[config.mk]
export PLATFORM = sky130hd
export DESIGN_NAME = lzrw1_copy_ctrl
export DESIGN_NICKNAME = d
export VERILOG_FILES = /design/src/rtl/lzrw1_copy_ctrl.sv
export SDC_FILE = /design/constraint.sdc
export NUM_CORES = 1
export LEC_CHECK = 0
export BUFFER_PORTS_ARGS = -buffer_cell sky130_fd_sc_hd__buf_2
export CAP_MARGIN = 5
export CORE_MARGIN = 2
export CORE_UTILIZATION = 58
export CTS_CLUSTER_DIAMETER = 120
export DETAILED_ROUTE_END_ITERATION = 16
export PLACE_DENSITY = 0.87
export SYNTH_ARGS = -nofsm -noshare
export SYNTH_HDL_FRONTEND = slang
export SYNTH_SLANG_ARGS = --single-unit
[constraint.sdc]
create_clock -name clk -period 4.3 [get_ports clk]
set_input_delay 1.075 -clock clk [delete_from_list [all_inputs] [get_ports clk]]
set_output_delay 1.075 -clock clk [all_outputs]
set_load 0.02 [all_outputs]
[src/rtl/lzrw1_copy_ctrl.sv]
// LZRW1 decoder back-end: emits literal bytes and expands copy items byte by byte from a history buffer.
// Optional offset checking with a sticky error_out port: define LZRW1_COPY_CTRL_ERR_CHECK_EN.
module lzrw1_copy_ctrl #(
   parameter int HIST_SIZE  = 4096,
   parameter int ADDR_WIDTH = $clog2(HIST_SIZE)
) (
   input  logic                  clk,
   input  logic                  reset,
   input  logic                  item_valid_in,
   output logic                  item_ready_out,
   input  logic                  item_is_copy_in,
   input  logic [7:0]            literal_in,
   input  logic [ADDR_WIDTH-1:0] offset_in,
   input  logic [3:0]            length_in,
   output logic                  hist_rd_en_out,
   output logic [ADDR_WIDTH-1:0] hist_rd_addr_out,
   input  logic [7:0]            hist_rd_data_in,
   output logic                  hist_wr_en_out,
   output logic [ADDR_WIDTH-1:0] hist_wr_addr_out,
   output logic [7:0]            hist_wr_data_out,
   output logic                  byte_valid_out,
   input  logic                  byte_ready_in,
   output logic [7:0]            byte_data_out
`ifdef LZRW1_COPY_CTRL_ERR_CHECK_EN
   ,
   output logic                  error_out
`endif
);

   // state | meaning
   // IDLE  | waiting for a literal or copy item
   // RD    | read strobe for the next copy byte
   // CAP   | capture history read data into the output register
   // OUT   | present byte, wait for downstream, then write it to history
   typedef enum logic [1:0] {IDLE, RD, CAP, OUT} state_t;

   localparam logic [ADDR_WIDTH-1:0] LAST_ADDR   = ADDR_WIDTH'(HIST_SIZE - 1);
   localparam logic [ADDR_WIDTH:0]   HIST_SIZE_W = (ADDR_WIDTH + 1)'(HIST_SIZE);

   state_t                r_state;
   state_t                w_state_nxt;
   logic [ADDR_WIDTH-1:0] r_wr_ptr;
   logic [ADDR_WIDTH-1:0] w_wr_ptr_nxt;
   logic [ADDR_WIDTH-1:0] r_rd_ptr;
   logic [ADDR_WIDTH-1:0] w_rd_ptr_nxt;
   logic [4:0]            r_remaining;
   logic [4:0]            w_remaining_nxt;
   logic                  r_is_copy;
   logic                  w_is_copy_nxt;
   logic [7:0]            r_byte_data;
   logic [7:0]            w_byte_data_nxt;
   logic                  w_offset_bad;
   logic                  w_byte_take;
   logic                  w_live;
   logic [ADDR_WIDTH-1:0] w_copy_start;

   function automatic logic [ADDR_WIDTH-1:0] ptr_inc(input logic [ADDR_WIDTH-1:0] p);
      return (p == LAST_ADDR) ? '0 : p + ADDR_WIDTH'(1);
   endfunction

   assign w_live      = !reset;
   assign w_byte_take = (r_state == OUT) && byte_ready_in;

   // Copy source = write pointer minus distance, wrapped into the buffer without assuming a power-of-two depth.
   always_comb begin
      if (offset_in > r_wr_ptr)
         w_copy_start = ADDR_WIDTH'({1'b0, r_wr_ptr} + HIST_SIZE_W - {1'b0, offset_in});
      else
         w_copy_start = r_wr_ptr - offset_in;
   end

`ifdef LZRW1_COPY_CTRL_ERR_CHECK_EN
   logic [ADDR_WIDTH:0] r_wr_count;
   logic                r_error;
   logic                w_err_set;

   assign w_offset_bad = (offset_in == '0) || ({1'b0, offset_in} > r_wr_count);
   assign w_err_set    = (r_state == IDLE) && item_valid_in && item_is_copy_in && w_offset_bad;
   assign error_out    = r_error;

   always_ff @(posedge clk) begin
      if (reset) begin
         r_wr_count <= '0;
         r_error    <= 1'b0;
      end else begin
         if (w_byte_take && (r_wr_count != HIST_SIZE_W))
            r_wr_count <= r_wr_count + (ADDR_WIDTH + 1)'(1);
         if (w_err_set)
            r_error <= 1'b1;
      end
   end
`else
   assign w_offset_bad = 1'b0;
`endif

   always_ff @(posedge clk) begin
      if (reset) begin
         r_state     <= IDLE;
         r_wr_ptr    <= '0;
         r_rd_ptr    <= '0;
         r_remaining <= '0;
         r_is_copy   <= 1'b0;
         r_byte_data <= '0;
      end else begin
         r_state     <= w_state_nxt;
         r_wr_ptr    <= w_wr_ptr_nxt;
         r_rd_ptr    <= w_rd_ptr_nxt;
         r_remaining <= w_remaining_nxt;
         r_is_copy   <= w_is_copy_nxt;
         r_byte_data <= w_byte_data_nxt;
      end
   end

   // Strobes are gated by reset so an aborted item never reads, writes or emits in the reset cycle.
   always_comb begin
      w_state_nxt      = r_state;
      w_wr_ptr_nxt     = r_wr_ptr;
      w_rd_ptr_nxt     = r_rd_ptr;
      w_remaining_nxt  = r_remaining;
      w_is_copy_nxt    = r_is_copy;
      w_byte_data_nxt  = r_byte_data;
      item_ready_out   = 1'b0;
      hist_rd_en_out   = 1'b0;
      hist_rd_addr_out = '0;
      hist_wr_en_out   = 1'b0;
      hist_wr_addr_out = '0;
      hist_wr_data_out = '0;
      byte_valid_out   = 1'b0;
      byte_data_out    = '0;
      unique case (r_state)
         IDLE: begin
            item_ready_out = w_live;
            if (item_valid_in) begin
               if (!item_is_copy_in) begin
                  w_byte_data_nxt = literal_in;
                  w_is_copy_nxt   = 1'b0;
                  w_state_nxt     = OUT;
               end else if (!w_offset_bad) begin
                  w_rd_ptr_nxt    = w_copy_start;
                  w_remaining_nxt = {1'b0, length_in} + 5'd3;
                  w_is_copy_nxt   = 1'b1;
                  w_state_nxt     = RD;
               end
            end
         end
         RD: begin
            hist_rd_en_out   = w_live;
            hist_rd_addr_out = w_live ? r_rd_ptr : '0;
            w_state_nxt      = CAP;
         end
         CAP: begin
            w_byte_data_nxt = hist_rd_data_in;
            w_state_nxt     = OUT;
         end
         OUT: begin
            byte_valid_out = w_live;
            byte_data_out  = w_live ? r_byte_data : '0;
            if (w_byte_take) begin
               hist_wr_en_out   = w_live;
               hist_wr_addr_out = w_live ? r_wr_ptr : '0;
               hist_wr_data_out = w_live ? r_byte_data : '0;
               w_wr_ptr_nxt     = ptr_inc(r_wr_ptr);
               // The write lands before the next RD, so overlapping copies see their own output.
               if (r_is_copy && (r_remaining > 5'd1)) begin
                  w_remaining_nxt = r_remaining - 5'd1;
                  w_rd_ptr_nxt    = ptr_inc(r_rd_ptr);
                  w_state_nxt     = RD;
               end else begin
                  w_remaining_nxt = '0;
                  w_state_nxt     = IDLE;
               end
            end
         end
         default: w_state_nxt = IDLE;
      endcase
   end

endmodule

==> impl_metrics.env <==
export IMPL_fp_dieArea_sq_mm=0.00590
export IMPL_combPwrFrac=0.384
export IMPL_timing_hold_ws_ns=0.480
export IMPL_yosys_area_top_type="dfxtp_1"
export IMPL_leakage_nw=1.71
export IMPL_wirelength_microns=7510
export IMPL_ys_seq_area_frac=0.260
export IMPL_core_sq_mm=0.00511
export IMPL_globalRouteOverflowTotal=0
export IMPL_slew_headroom=0.370
export IMPL_dpl_hpwl_microns=5500
export IMPL_grt_pass1_vias=2804
export IMPL_worst_hold_path_type="reg2reg"
export IMPL_slowest_delay_ns=0.48
export IMPL_grt_pass1_wl_microns=12700
export IMPL_cts_sinks=40
export IMPL_synth_most_common_cell="nor2_1"
export IMPL_timing_critical_path_slowest_stage_cell="nor2b_1"
export IMPL_io_pins=81
export IMPL_die_x_microns=76.8
export IMPL_postCtsSetupBuffers=0
export IMPL_timing_worst_setup_path_type="in2out"
export IMPL_syn2layout_area_growth_pct=17.5
export IMPL_cts_hold_buf=0
export IMPL_grt_max_degree=37
export IMPL_fin_skew_ns=0.00638
export IMPL_multi_input_area_sq_mm=0.00208
export IMPL_synth_distinct_cells=55
export IMPL_yosys_warnings=0
export IMPL_synth_cells=396
export IMPL_cts_resized=0
export IMPL_insertion_delay_ns=0.31
export IMPL_drtAntennaViolNets=0
export IMPL_synth_area_leaders="dfxtp_1 (26%), ha_1 (8.1%), nor2_1 (6.0%), and3_1 (4.9%), and2_1 (4.3%)"
export IMPL_arrival_ns=2.07
export IMPL_synthFlopType="dfxtp_1"
export IMPL_drt_iter0_drc=209
export IMPL_status="finished clean"
export IMPL_powerDensity_mw_per_mm2=381
export IMPL_net_switching_power_mw=0.546
export IMPL_fmax_mhz=318
export IMPL_synth_edff_count=0
export IMPL_cpMostUsedCell="buf_2"
export IMPL_vias=3108
export IMPL_netlist_top_cells_count="nor2_1 (49), dfxtp_1 (40), inv_1 (28), o21ai_0 (26), and3_1 (24)"
export IMPL_firstDrtPassIters=4
export IMPL_switching_share=0.397
export IMPL_rsz0062_at_grt="no"
export IMPL_syn_area_per_cell_sq_um=7.76
export IMPL_worstMarginPinSlew_ns=0.939
export IMPL_ys_ff_latch=40
export IMPL_seq_area_sq_um=801
export IMPL_seq_power_share=0.381
export IMPL_layout_drive_gt1_share=0.220
export IMPL_crit_chain="buf_2 -> nor2b_1 -> and2_2 -> buf_2"
export IMPL_cts_htree_levels=2
export IMPL_period_needed_ns=3.15
export IMPL_period_share=0.732
export IMPL_hold_viol=0
export IMPL_required_ns=3.22
export IMPL_cts_buffer_depth=2
export IMPL_cap_violations=0
export IMPL_io_buffers=80
export IMPL_num_fill_cells=425
export IMPL_diodes=0
export IMPL_internal_power_mw=0.829
export IMPL_slew_viol_final=0
export IMPL_place_gp_congestion=0.924
export IMPL_synth_top_area_frac=0.260
export IMPL_endpoint_kind="primary output"
export IMPL_root_buffer="clkbuf_8"
export IMPL_setup_violations=0
export IMPL_cts_tree="yes"
export IMPL_power_share_clock=0.235
export IMPL_fp_dieH_microns=76.8
export IMPL_synthesis_area_sq_mm=0.00307
export IMPL_antenna_found_initial=0
export IMPL_rows=26
export IMPL_start_kind="input port"
export IMPL_route_detailed_drc=0
export IMPL_max_vdd_ir_drop_v=0.000232
export IMPL_async_flop_share=0
export IMPL_power_total_mw=1.38
export IMPL_nets=525
export IMPL_cts_clk_slew_worst_paths_ns=0.09
export IMPL_path_max_fanout=13
export IMPL_wire_per_inst_microns=14.0
export IMPL_cts_buffers=5
export IMPL_synth_fp_nets=454
export IMPL_grt_util_all_layers=0.259
export IMPL_tns_ns=0
export IMPL_start_util=0.602
export IMPL_avgViaCountPerCell=5.78
registers in the layout, indices dropped and copies added (netlist names):
| name | cells |
|---|---|
| r_state | 2 |
| r_wr_ptr | 12 |
| r_remaining | 5 |
| r_is_copy | 1 |
| r_byte_data | 8 |
| r_rd_ptr | 12 |
power by group through the flow:
stage	Sequential (mW)	Combinational [mW]	Clock, mW
final	0.525	0.528	0.323
after global routing	0.538	0.593	0.340
after CTS	0.523	0.524	0.324
after detailed placement	0.530	0.520	0
after global placement	0.526	0.500	0
after floorplan	0.508	0.421	0
cell families (layout without fill, tap and decap cells):
logic type / after synthesis / count (layout) / share of synthesized area
adders and majority gates: 21 / 21 / 0.0879
AOI/OAI and AO/OA: 100 / 100 / 0.223
buffers and inverters: 47 / 119 / 0.0623
DFF: 40 / 40 / 0.260
xor gates and xnor gates: 15 / 15 / 0.0427
muxes: 9 / 9 / 0.0293
and+or+nand+nor: 164 / 164 / 0.295
path summary, 6_finish.rpt:
check	to	from	depth (start not counted)	slack, ns
setup / recovery	hist_rd_addr_out[2]	reset	4	1.15
hold / removal	r_is_copy$_SDFFE_PP0P_	r_is_copy$_SDFFE_PP0P_	2	0.48
setup reg to reg	r_rd_ptr[11]$_SDFFE_PP0P_	r_state[0]$_SDFFE_PP0P_	8	1.76
hold reg to reg	r_is_copy$_SDFFE_PP0P_	r_is_copy$_SDFFE_PP0P_	2	0.48
placed cells by master (no fill, tap or decap), types with 5 or more instances in the layout:
cell type / n
nor2_1: 49
nand2_1: 18
clkbuf_8: 5
o21a_1: 5
dfxtp_1: 40
a211oi_1: 15
xor2_1: 11
buf_2: 80
and3_1: 24
nor2b_1: 6
inv_1: 28
o21ai_0: 26
nor3_1: 10
nand4_1: 7
mux2i_1: 9
and2_1: 21
nand3_1: 9
a31oi_1: 6
ha_1: 20
a21oi_1: 14
through the flow:
stage / cells / utilization / worst slack [ns] / cell area [sq um]
2_1_floorplan: 396 / - / 1.19 / 3070
3_3_place_gp: 530 / 0.685 / 1.24 / 3500
3_5_place_dp: 530 / 0.685 / 1.13 / 3500
4_1_cts: 538 / 0.707 / 1.13 / 3610
5_1_grt: 538 / 0.707 / 0.960 / 3610
6_report: 538 / 0.707 / 1.15 / 3610
worst max-delay path: cells and delay by family:
kind,cells,cell delay [ns]
buffers and inverters,2,0.28
and+or+nand+nor,2,0.72
final cells by class:
cell class,count,share of cell area
clock buffer,5,0.0190
clock inverter,3,0.0128
inverter,28,0.0291
multi-input combinational,309,0.576
sequential,40,0.222
tap,70,0.0242
timing repair buffer,83,0.117
metal layers:
metal	up-vias	GRT usage	share of wire
li1	1563	-	-
met1	1415	0.345	0.46
met2	121	0.422	0.47
met3	9	0.0494	0.061
met4	0	0.0836	0.011
met5	-	0	0
Note: power is estimated with default switching activity, not from simulation.
